--- config.mk ---
export PLATFORM = sky130hd
export DESIGN_NAME = lifo_stack
export DESIGN_NICKNAME = d
export VERILOG_FILES = /design/src/rtl/lifo_stack.sv
export SDC_FILE = /design/constraint.sdc
export NUM_CORES = 1
export LEC_CHECK = 0
export ABC_AREA = 1
export CAP_MARGIN = 20
export CELL_PAD_IN_SITES_DETAIL_PLACEMENT = 1
export CELL_PAD_IN_SITES_GLOBAL_PLACEMENT = 1
export CORE_MARGIN = 4
export CORE_UTILIZATION = 35
export DETAILED_ROUTE_END_ITERATION = 6
export PLACE_DENSITY = 0.68
export SLEW_MARGIN = 20
export SYNTH_ARGS = -nofsm -noshare
export SYNTH_HDL_FRONTEND = slang
export SYNTH_SLANG_ARGS = --single-unit
--- constraint.sdc ---
create_clock -name clk -period 12.3 [get_ports clk]
set_clock_uncertainty 0.2 [all_clocks]
set_input_delay 2.46 -clock clk [delete_from_list [all_inputs] [get_ports clk]]
set_output_delay 2.46 -clock clk [all_outputs]
set_load 0.02 [all_outputs]
--- src/rtl/lifo_stack.sv ---
// Parametrised LIFO on a circular array with occupancy count, sticky error
// flags, selectable full-push policy and a one-deep pointer checkpoint.
module lifo_stack #(
    parameter int WIDTH     = 32,
    parameter int DEPTH     = 16,
    parameter int OVERWRITE = 0
) (
    input  logic                       clk,
    input  logic                       rst,
    input  logic                       push,
    input  logic                       pop,
    input  logic [WIDTH-1:0]           data_in,
    input  logic                       flush,
    input  logic                       ckpt_save,
    input  logic                       ckpt_restore,
    input  logic                       clr_err,
    output logic [WIDTH-1:0]           data_out,
    output logic                       empty,
    output logic                       full,
    output logic [$clog2(DEPTH+1)-1:0] count,
    output logic                       overflow,
    output logic                       underflow
);

    localparam int PW = $clog2(DEPTH);
    localparam int CW = $clog2(DEPTH + 1);

    logic [WIDTH-1:0] mem_q [DEPTH];
    logic [PW-1:0]    ptr_q, ptr_d;
    logic [CW-1:0]    count_q, count_d;
    logic [PW-1:0]    sh_ptr_q, sh_ptr_d;
    logic [CW-1:0]    sh_count_q, sh_count_d;
    logic             ovf_q, ovf_d;
    logic             unf_q, unf_d;
    logic             we;
    logic [PW-1:0]    waddr;
    logic [PW-1:0]    top_idx;
    logic             empty_w, full_w;

    assign empty_w = (count_q == '0);
    assign full_w  = (count_q == CW'(DEPTH));
    assign top_idx = ptr_q - PW'(1);

    always_comb begin
        ptr_d      = ptr_q;
        count_d    = count_q;
        sh_ptr_d   = sh_ptr_q;
        sh_count_d = sh_count_q;
        // Clearing happens first so a same-cycle error event still sets the flag.
        ovf_d      = clr_err ? 1'b0 : ovf_q;
        unf_d      = clr_err ? 1'b0 : unf_q;
        we         = 1'b0;
        waddr      = ptr_q;

        if (ckpt_save && !ckpt_restore) begin
            sh_ptr_d   = ptr_q;
            sh_count_d = count_q;
        end

        if (flush) begin
            ptr_d   = '0;
            count_d = '0;
        end else if (ckpt_restore) begin
            ptr_d   = sh_ptr_q;
            count_d = sh_count_q;
        end else if (push && pop) begin
            we = 1'b1;
            if (!empty_w) begin
                waddr = top_idx;
            end else begin
                ptr_d   = ptr_q + PW'(1);
                count_d = count_q + CW'(1);
                unf_d   = 1'b1;
            end
        end else if (push) begin
            if (!full_w) begin
                we      = 1'b1;
                ptr_d   = ptr_q + PW'(1);
                count_d = count_q + CW'(1);
            end else begin
                ovf_d = 1'b1;
                // Overwrite mode drops the oldest entry by advancing over it.
                if (OVERWRITE != 0) begin
                    we    = 1'b1;
                    ptr_d = ptr_q + PW'(1);
                end
            end
        end else if (pop) begin
            if (!empty_w) begin
                ptr_d   = top_idx;
                count_d = count_q - CW'(1);
            end else begin
                unf_d = 1'b1;
            end
        end
    end

    always_ff @(posedge clk or posedge rst) begin
        if (rst) begin
            ptr_q      <= '0;
            count_q    <= '0;
            sh_ptr_q   <= '0;
            sh_count_q <= '0;
            ovf_q      <= 1'b0;
            unf_q      <= 1'b0;
        end else begin
            ptr_q      <= ptr_d;
            count_q    <= count_d;
            sh_ptr_q   <= sh_ptr_d;
            sh_count_q <= sh_count_d;
            ovf_q      <= ovf_d;
            unf_q      <= unf_d;
        end
    end

    always_ff @(posedge clk) begin
        if (we && !rst) begin
            mem_q[waddr] <= data_in;
        end
    end

    assign data_out  = empty_w ? '0 : mem_q[top_idx];
    assign empty     = empty_w;
    assign full      = full_w;
    assign count     = count_q;
    assign overflow  = ovf_q;
    assign underflow = unf_q;

endmodule
==> Yosys cells after proc, flatten, opt, wreduce, memory -nomap -nowiden <==
Memory sizes are Yosys's and may differ from the RTL's.
Index checks and enable logic that the tools add are counted.
{ "word_totals": {"in_bits": 40, "rom_bits": 0, "wordCells": 64, "memories": 1, "ramBits": 512, "output_inout_bits": 41, "latch_bits": 0, "register_bits": 20} }
{ "mem_list": {"columns": ["memory", "words", "word_bits", "rd", "rd_clocked_by_memory_dff", "write_ports", "line_no", "source"], "rows": [
  ["mem_q", 16, 32, 1, 0, 1, "28", "logic [WIDTH-1:0] mem_q [DEPTH];"]
]} }
{ "op_classes": {"n_div": 0, "magnitude_cmp": 0, "multipliers": 0, "n_shift": 0, "n_mux": 40, "reduce_logical": 9, "bitwise_logic": 0, "n_addsub": 4, "n_eq_ne": 4} }
{ "ops": {"columns": ["cell", "n"], "rows": [
  ["2-to-1 mux 4 bit", 11],
  ["2-to-1 mux 5 bit", 8],
  ["2-to-1 mux 32 bit", 1],
  ["2-to-1 mux 1 bit", 20],
  ["inequality test 5 x 4 -> 1 bit, second input constant", 2],
  ["adder 5 x 1 -> 5 bit, second input constant", 1],
  ["== test 5 bit, second input constant", 1],
  ["logical NOT 5 bit", 1],
  ["nonzero test 5 bit", 1],
  ["subtractor 5 x 1 -> 5 bit, second input constant", 1],
  ["adder 4 x 1 -> 4 bit, second input constant", 1],
  ["inequality test 4 bit, second input constant", 1],
  ["AND reduction 4 bit", 1],
  ["subtractor 4 x 1 -> 4 bit, second input constant", 1],
  ["logical AND 1 bit", 3],
  ["AND reduction 3 bit", 1],
  ["logical NOT 1 bit", 2]
]} }

==> Depth between registers and ports, before layout <==
Gate-level depths: netlist (run 1).
{ "logic_depth": {"ltp_word": 9, "mapped_depth": 14, "depth_no_buf": 10} }

==> Least setup slack after synthesis (run 1) <==
OpenSTA, ideal clock, no wires.
{ "synth_timing": {"path_type": "input to register", "startpoint": "input port rst", "endpoint": "memory mem_q[13][0], enable pin", "slack_ps": 6857, "required_time_ps": 11679, "n_path_buf": 0, "arrival_ps": 4822, "setup_ps": 421, "stages": 5, "path_cell_list": "inv_1 > nand3_1 > nor2_2 > nand2_2 > nor2_1"} }
{ "synth_via": {"elab_chain_len": 4} }
{ "synth_rtl": {"columns": ["element", "line_no", "source"], "rows": [
  ["start: declaration", "9", "input logic rst,"],
  ["logical NOT 1 bit", "117", "if (we && !rst) begin"],
  ["logical AND 1 bit", "117", null],
  ["2-to-1 mux 1 bit", "117", null],
  ["2-to-1 mux 1 bit (implied by the code)", "118", "mem_q[waddr] <= data_in;"],
  ["end: declaration", "28", null]
]} }
No other way between the ends.

==> Final worst setup path (run 1) <==
{ "layout_timing": {"startpoint": "register ptr_q[0]", "endpoint": "output port data_out[29]"} }
{ "layout_via": {"elab_chain_len": 3} }
{ "layout_rtl": {"columns": ["element", "line_no", "source"], "rows": [
  ["start: declaration", "29", "logic [PW-1:0] ptr_q, ptr_d;"],
  ["start signal: assignment", "107", "ptr_q <= ptr_d;"],
  ["subtractor 4 x 1 -> 4 bit", "42", "assign top_idx = ptr_q - PW'(1);"],
  ["memory read (16 x 32 bit)", null, null],
  ["2-to-1 mux 32 bit", "122", "assign data_out = empty_w ? '0 : mem_q[top_idx];"],
  ["end: declaration", "17", "output logic [WIDTH-1:0] data_out,"]
]} }
No other way between the ends.

==> results of run 1 <==
==> Yosys cell counts <==
master / instances
nand2_1: 462
a32o_1: 2
o21ai_2: 1
o21ai_1: 49
dfrtp_1: 20
or2_2: 2
nand2_2: 9
inv_2: 5
nand3_2: 1
nand3_4: 3
a21oi_1: 68
nor2_2: 2
buf_4: 7
nor2_4: 3
nand3_1: 189
clkbuf_2: 1
xor2_1: 1
ha_1: 4
o211ai_1: 1
o22ai_1: 2
xor2_2: 1
a21o_1: 1
xnor2_2: 1
nor2_1: 196
nand2_4: 1
nor3_1: 1
clkinv_1: 1
buf_6: 15
mux2_2: 1
buf_2: 40
edfxtp_1: 512
o21bai_1: 1
inv_1: 25
nand4_1: 3
o21ai_0: 177
clkbuf_1: 39
buf_1: 7
==> through the flow <==
stage | util [%] | hold WS [ns] | setup slack (ns) | power [mW]
3_5_place_dp | 38.0 | 0.277 | 5.30 | 3.14
5_1_grt | 41.1 | 0.319 | 4.35 | 5.06
4_1_cts | 41.1 | 0.297 | 4.62 | 4.89
6_report | 41.1 | 0.293 | 4.69 | 4.84
3_3_place_gp | 38.0 | 0.265 | 5.34 | 3.13
2_1_floorplan | - | 0.246 | 6.86 | 2.71
==> layer usage <==
metal,vias up,wire length [um],GRT usage (%)
met3,86,2950,2.85
met2,345,31000,31.7
met1,7452,27200,24.8
li1,6653,-,-
met5,-,10,0
met4,2,1150,4.19
==> worst reg2reg max path, delay by kind of cell, from the launching register on <==
family | cells | cell delay (ns)
buffers and inverters | 4 | 2.54
AND/OR/NAND/NOR | 3 | 0.88
flip-flops | 1 | 0.51
AO/OA/AOI/OAI | 1 | 0.17
adder cells (fa/ha/maj) | 1 | 0.51
==> power groups by stage <==
stage / registers (mW) / logic, mW / clock network (mW)
final: 2.02 / 1.08 / 1.74
after detailed placement: 2.06 / 1.09 / 0
after floorplan: 2.06 / 0.649 / 0
after global routing: 2.02 / 1.19 / 1.85
after CTS: 2.02 / 1.09 / 1.77
after global placement: 2.06 / 1.07 / 0
==> layout make-up <==
cell class	count	area [um2]	area share, %
diodes	2	5.00	0.0197
clock buffers	66	1460	5.76
clock inverters	37	410	1.62
inverters	31	126	0.498
multi-input cells	1182	5420	21.4
flip-flops and latches	532	15900	62.6
well taps	837	1050	4.13
repair buffers	107	1010	3.97
==> flip-flops by register name (all words and copies together), names as in the netlist <==
name,flops
overflow,1
ptr_q,4
underflow,1
sh_count_q,5
mem_q,512
count,5
sh_ptr_q,4
==> path summary, 6_finish.rpt <==
check / end / from
hold reg to reg: overflow$_DFF_PP0_ / overflow$_DFF_PP0_
hold / removal: overflow$_DFF_PP0_ / overflow$_DFF_PP0_
setup / recovery: data_out[29] / ptr_q[0]$_DFFE_PP0P_
min in group asynchronous: count[0]$_DFFE_PP0P_ / rst
setup reg to reg: mem_q[6][21]$_DFFE_PP_ / ptr_q[0]$_DFFE_PP0P_
max in group asynchronous: ptr_q[0]$_DFFE_PP0P_ / rst
==> logic make-up after synthesis <==
family / synth area share [%]
adder cells (fa/ha/maj): 0.229
multiplexers: 0.0515
AO/OA/AOI/OAI: 7.02
AND/OR/NAND/NOR: 16.6
buffers and inverters: 3.27
XOR/XNOR: 0.189
flip-flops: 72.6
==> run metrics, run 1 <==
status=finished clean; initial antenna violation count=3; Crit path required time=~9.6 ns; Area after DPL=0.0235 mm2; initial core utilization=between 30% and 40%; Fin. Hold Viols=0; Die ar.=~0.067 mm2; Iter 0 DRT Violations=approximately 1200; peak supply drop=93.5 uV; global-route wire length before repair=94300 um; fillers=between 6000 and 7000; Yosys top cell area share=70.3%; Detailed Place HPWL=32500 um; Root Buffer=clkbuf_16; P_leak=8.87 nW; Detailed Route WL=roughly 62000 um; vias in the first global route=15100; Tmin final=around 7.6 ns; H-tree levels=2; PwrDens=191 mW/mm2; cells on worst reg2reg path=9; unrepaired setup endpoints after global routing=false; most common cell after layout, fill and taps aside=edfxtp_1; Pint=3.37 mW; Syn Area/Cell=11.8 um2; ANT nets after route=0; worst min path class=reg2reg; Worst path slowest cell=buf_4; Setup Buffers After CTS=0; Die Wd=258 um; Max Fanout on Critical Path=107; post-synthesis sequential area ratio=72.6%; # setup viols final=0; Cells after Synth=between 1500 and 2000; DRC viols=0; max_cap viols=0; Final Net Count=1954; Clk pwr share=35.9%; Sw Share=30.3%; CP endpoint kind=primary output; Via density=5.20; Comb power frac=around 22%; port bufs=80; WHS Path Cells=1; Max-Slew Margin vs Limit=between 20% and 30%; worst slew pin tran=1.09 ns; gpl congestion=~0.77; most frequent cells in the layout=512 x edfxtp_1, 462 x nand2_1, 189 x nand3_1; cts hold-fix bufs=0; synth top area cells=edfxtp_1 70%, nand2_1 7.9%, nand3_1 4.3%; Congestion Overflow GR=0; fin. max-slew vios=0; syn_nets=1898; buffers plus inverters on the worst setup path=4; period utilization=61.9%; R2R Setup Slk=7.05 ns; Pre-Repair DR Iteration Count=5; clk slew on worst S/H paths=about 0.060 ns; CP arrival=4.95 ns; post_cts resized=0; row count=91; Die H=258 um; I/O pin total=81; critical path depth=9; Total Routing Usage GR=18.4%; via count=roughly 15000; largest net degree at the start of global routing=~110; fin area=roughly 0.025 mm2; CTS tree=done; ratio of cells with drive above 1 in the final layout=approximately 8.1%; register share of total power=a little over two fifths; Setup crit start kind=flop; CP peak stage delay=a little under 0.9 ns; Yosys reg bits=between 500 and 600; Crit path max-delay family=buffers and inverters; cells along the critical path=inv_8 > ha_4 > inv_4 > buf_4 > o21ai_0 > nor2_1 > o21ai_1 > nand2_1 > clkdlybuf4s50_1; Achievable Freq=0.131 GHz; synthesized cell area=0.0219 mm2; Cells after DPL=2689; clock sink count=532; non-filler instance count after layout=2794; routed len/inst=22.3 um; synth warn=0; Syn-to-layout area delta=16.0%; Netlist cell types=37; CTS Buf Count=56; Net Sw Power=1.47 mW; Core Region=0.0617 mm2; Yosys top cell by area=edfxtp_1; total negative setup slack=0 ns; Max Buffers Root-to-Sink=3; worst skew pair latency=0.61 ns; Crit Path Category=reg2out
Power figures use the tool's default switching activity.
==> run 2: changes to the inputs <==
==> constraint.sdc (replaced) <==
create_clock -name clk -period 7.9 [get_ports clk]
set_clock_uncertainty 0.2 [all_clocks]
set_input_delay 1.58 -clock clk [delete_from_list [all_inputs] [get_ports clk]]
set_output_delay 1.58 -clock clk [all_outputs]
set_load 0.02 [all_outputs]
==> run 2 against run 1 <==
  * Critical path depth unchanged
  * Global-route usage down 0.15 points
  * Sequential share of layout area up 0.27 points
  * Flip-flop and latch count unchanged
  * Via count is 0.50% lower
  * Worst hold slack got worse by 0.0082 ns
  * Core utilization decreased by 0.18 points
  * Non-clock buffer count increased by 3
  * Critical path type unchanged
  * Critical endpoint is now data_out[6]
  * Highest routed layer is now met4
==> run metrics, run 2 (synthesized netlist as in run 1, its figures left out) <==
fin. max-slew vios=0 (unchanged); period utilization=84.4%; Fin. Hold Viols=0 (unchanged); most common cell after layout, fill and taps aside=edfxtp_1; vias in the first global route=15200 (+0.63%); post_cts resized=0 (unchanged); Tmin final=6.67 ns; total negative setup slack=0 ns (unchanged); Via density=5.18 (-0.39%); Setup Buffers After CTS=0 (unchanged); Detailed Place HPWL=33100 um (+1.9%); Sw Share=30.8% (+0.46 points); Root Buffer=clkbuf_16; Final WS setup=1.23 ns (-3.46 ns); Area after DPL=0.0235 mm2 (+0.12%); Die H=258 um (unchanged); R2R Setup Slk=2.87 ns (-4.18 ns); Final Net Count=1954 (unchanged); PwrDens=291 mW/mm2 (+53%); P_leak=8.82 nW (-0.64%); status=finished clean; max_cap viols=0 (unchanged); clock sink count=532 (unchanged); Max Buffers Root-to-Sink=3 (unchanged); row count=91 (unchanged); WHS Path Cells=2 (+1); H-tree levels=2 (unchanged); worst slew pin tran=1.13 ns (+0.0386 ns); largest net degree at the start of global routing=197 (+82%); Detailed Route WL=61900 um (-0.78%); R2R Path End=mem_q[14][8]$_DFFE_PP_; ANT nets after route=0 (unchanged); register share of total power=43.0% (+1.2 points); fillers=6577 (-0.48%); Pint=5.09 mW (+51%); max FFs per register=512 (unchanged); DRC viols=0 (unchanged); Total Routing Usage GR=18.3% (-0.15 points); CTS tree=done; CP endpoint kind=primary output; Die ar.=0.0665 mm2 (unchanged); gpl congestion=0.755 (-2.5%); port bufs=80 (unchanged); Crit path required time=6.12 ns (-3.52 ns); Antenna diodes=0 (-2); worst hold endpoint=sh_ptr_q[2]$_DFFE_PP0P_; cts hold-fix bufs=0 (unchanged); ratio of cells with drive above 1 in the final layout=7.93% (-0.15 points); FF-to-FF Start=ptr_q[0]$_DFFE_PP0P_; Setup WS pre-CTS=1.90 ns (-3.40 ns); Net Sw Power=2.26 mW (+54%); worst skew pair latency=0.59 ns (-0.02 ns); Pre-Repair DR Iteration Count=5 (unchanged); Congestion Overflow GR=0 (unchanged); unrepaired setup endpoints after global routing=false; Die Wd=258 um (unchanged); Max Fanout on Critical Path=116 (+8.4%); via count=14500 (-0.50%); routed len/inst=22.2 um (-0.67%); global-route wire length before repair=93800 um (-0.60%); CTS Buf Count=53 (-5.4%); Comb power frac=22.9% (+0.6 points); FF/Latch Area=0.0159 mm2 (unchanged); peak supply drop=166 uV (+77%); Max-Slew Margin vs Limit=24.3% (-2.8 points); initial core utilization=35.4% (unchanged); Multi-input gate area=0.00542 mm2 (unchanged); Setup crit start kind=flop; hold path startpoint=sh_ptr_q[2]$_DFFE_PP0P_; Iter 0 DRT Violations=1301 (+7.9%); Clk pwr share=34.1% (-1.8 points); initial antenna violation count=0 (-3); register with the most flip-flops=mem_q; I/O pin total=81 (unchanged); Syn-to-layout area delta=15.5%; cells on worst reg2reg path=8 (-1); Worst Hold Slack=0.285 ns (-0.00825 ns); worst min path class=reg2reg; most frequent cells in the layout=512 x edfxtp_1, 462 x nand2_1, 189 x nand3_1; Achievable Freq=0.150 GHz; CP arrival=4.89 ns (-0.06 ns); fin area=0.0252 mm2 (-0.43%); clk slew on worst S/H paths=0.06 ns (about the same); Core Region=0.0617 mm2 (unchanged); Crit Path Category=reg2out; # setup viols final=0 (unchanged)
-- run 2: cell types whose count changed in the layout (fill, tap and decap cells not counted), moves of 2 or more --
cell       before  now
buf_4          26   28
bufinv_16       9    5
clkbuf_16      57   55
clkinv_1       13   16
clkinv_2       11    9
diode_2         2    0
-- run 2: area by class of cell --
class                   count  area share (%)
well taps                 837            4.15
clock inverters            36            1.22
repair buffers            110            4.19
inverters                  31           0.501
multi-input cells        1182            21.5
clock buffers              63            5.57
flip-flops and latches    532            62.9
-- run 2: worst max-delay path by stage --
stage | start | slack (ns) | cells past startpoint | to
after global routing | ptr_q[0]$_DFFE_PP0P_ | 0.95 | 9 | data_out[6]
after global placement | ptr_q[0]$_DFFE_PP0P_ | 1.93 | 9 | data_out[6]
final | ptr_q[0]$_DFFE_PP0P_ | 1.23 | 9 | data_out[6]
after detailed placement | ptr_q[0]$_DFFE_PP0P_ | 1.90 | 8 | data_out[13]
after floorplan | rst | 3.34 | 5 | mem_q[13][0]$_DFFE_PP_
after CTS | ptr_q[0]$_DFFE_PP0P_ | 1.19 | 9 | data_out[6]
-- run 2: power groups by stage --
stage	sequential (mW)	combinational (mW)	clock, mW
global route	3.17	1.85	2.67
CTS	3.16	1.69	2.55
finish	3.16	1.68	2.51
floorplan	3.20	1.01	0
global placement	3.22	1.66	0
detailed placement	3.22	1.68	0
-- run 2: stage by stage --
step | instances | utilization, % | total power [mW]
floorplan | 1854 | - | 4.21
detailed placement | 2691 | 38.1 | 4.90
global route | 2791 | 40.9 | 7.68
CTS | 2790 | 40.9 | 7.41
global placement | 2691 | 38.1 | 4.88
finish | 2791 | 40.9 | 7.35
-- run 2: routing by layer --
layer  up-vias  GRT usage (%)  routed length, um
li1       6644              -                  -
met1      7387           24.1              26500
met2       347           31.7              31100
met3        88           2.85               2840
met4         0           4.64               1430
met5         -              0                  0
-- run 2: critical path: stages, from the launching register on --
cell and delay, ns:
dfrtp_4 0.95, inv_8 0.43, ha_4 0.40, inv_4 0.71
buf_4 0.44, o21ai_0 0.18, nor2_1 0.15, o21ai_1 0.09
nand2_1 0.12, clkdlybuf4s50_1 0.63
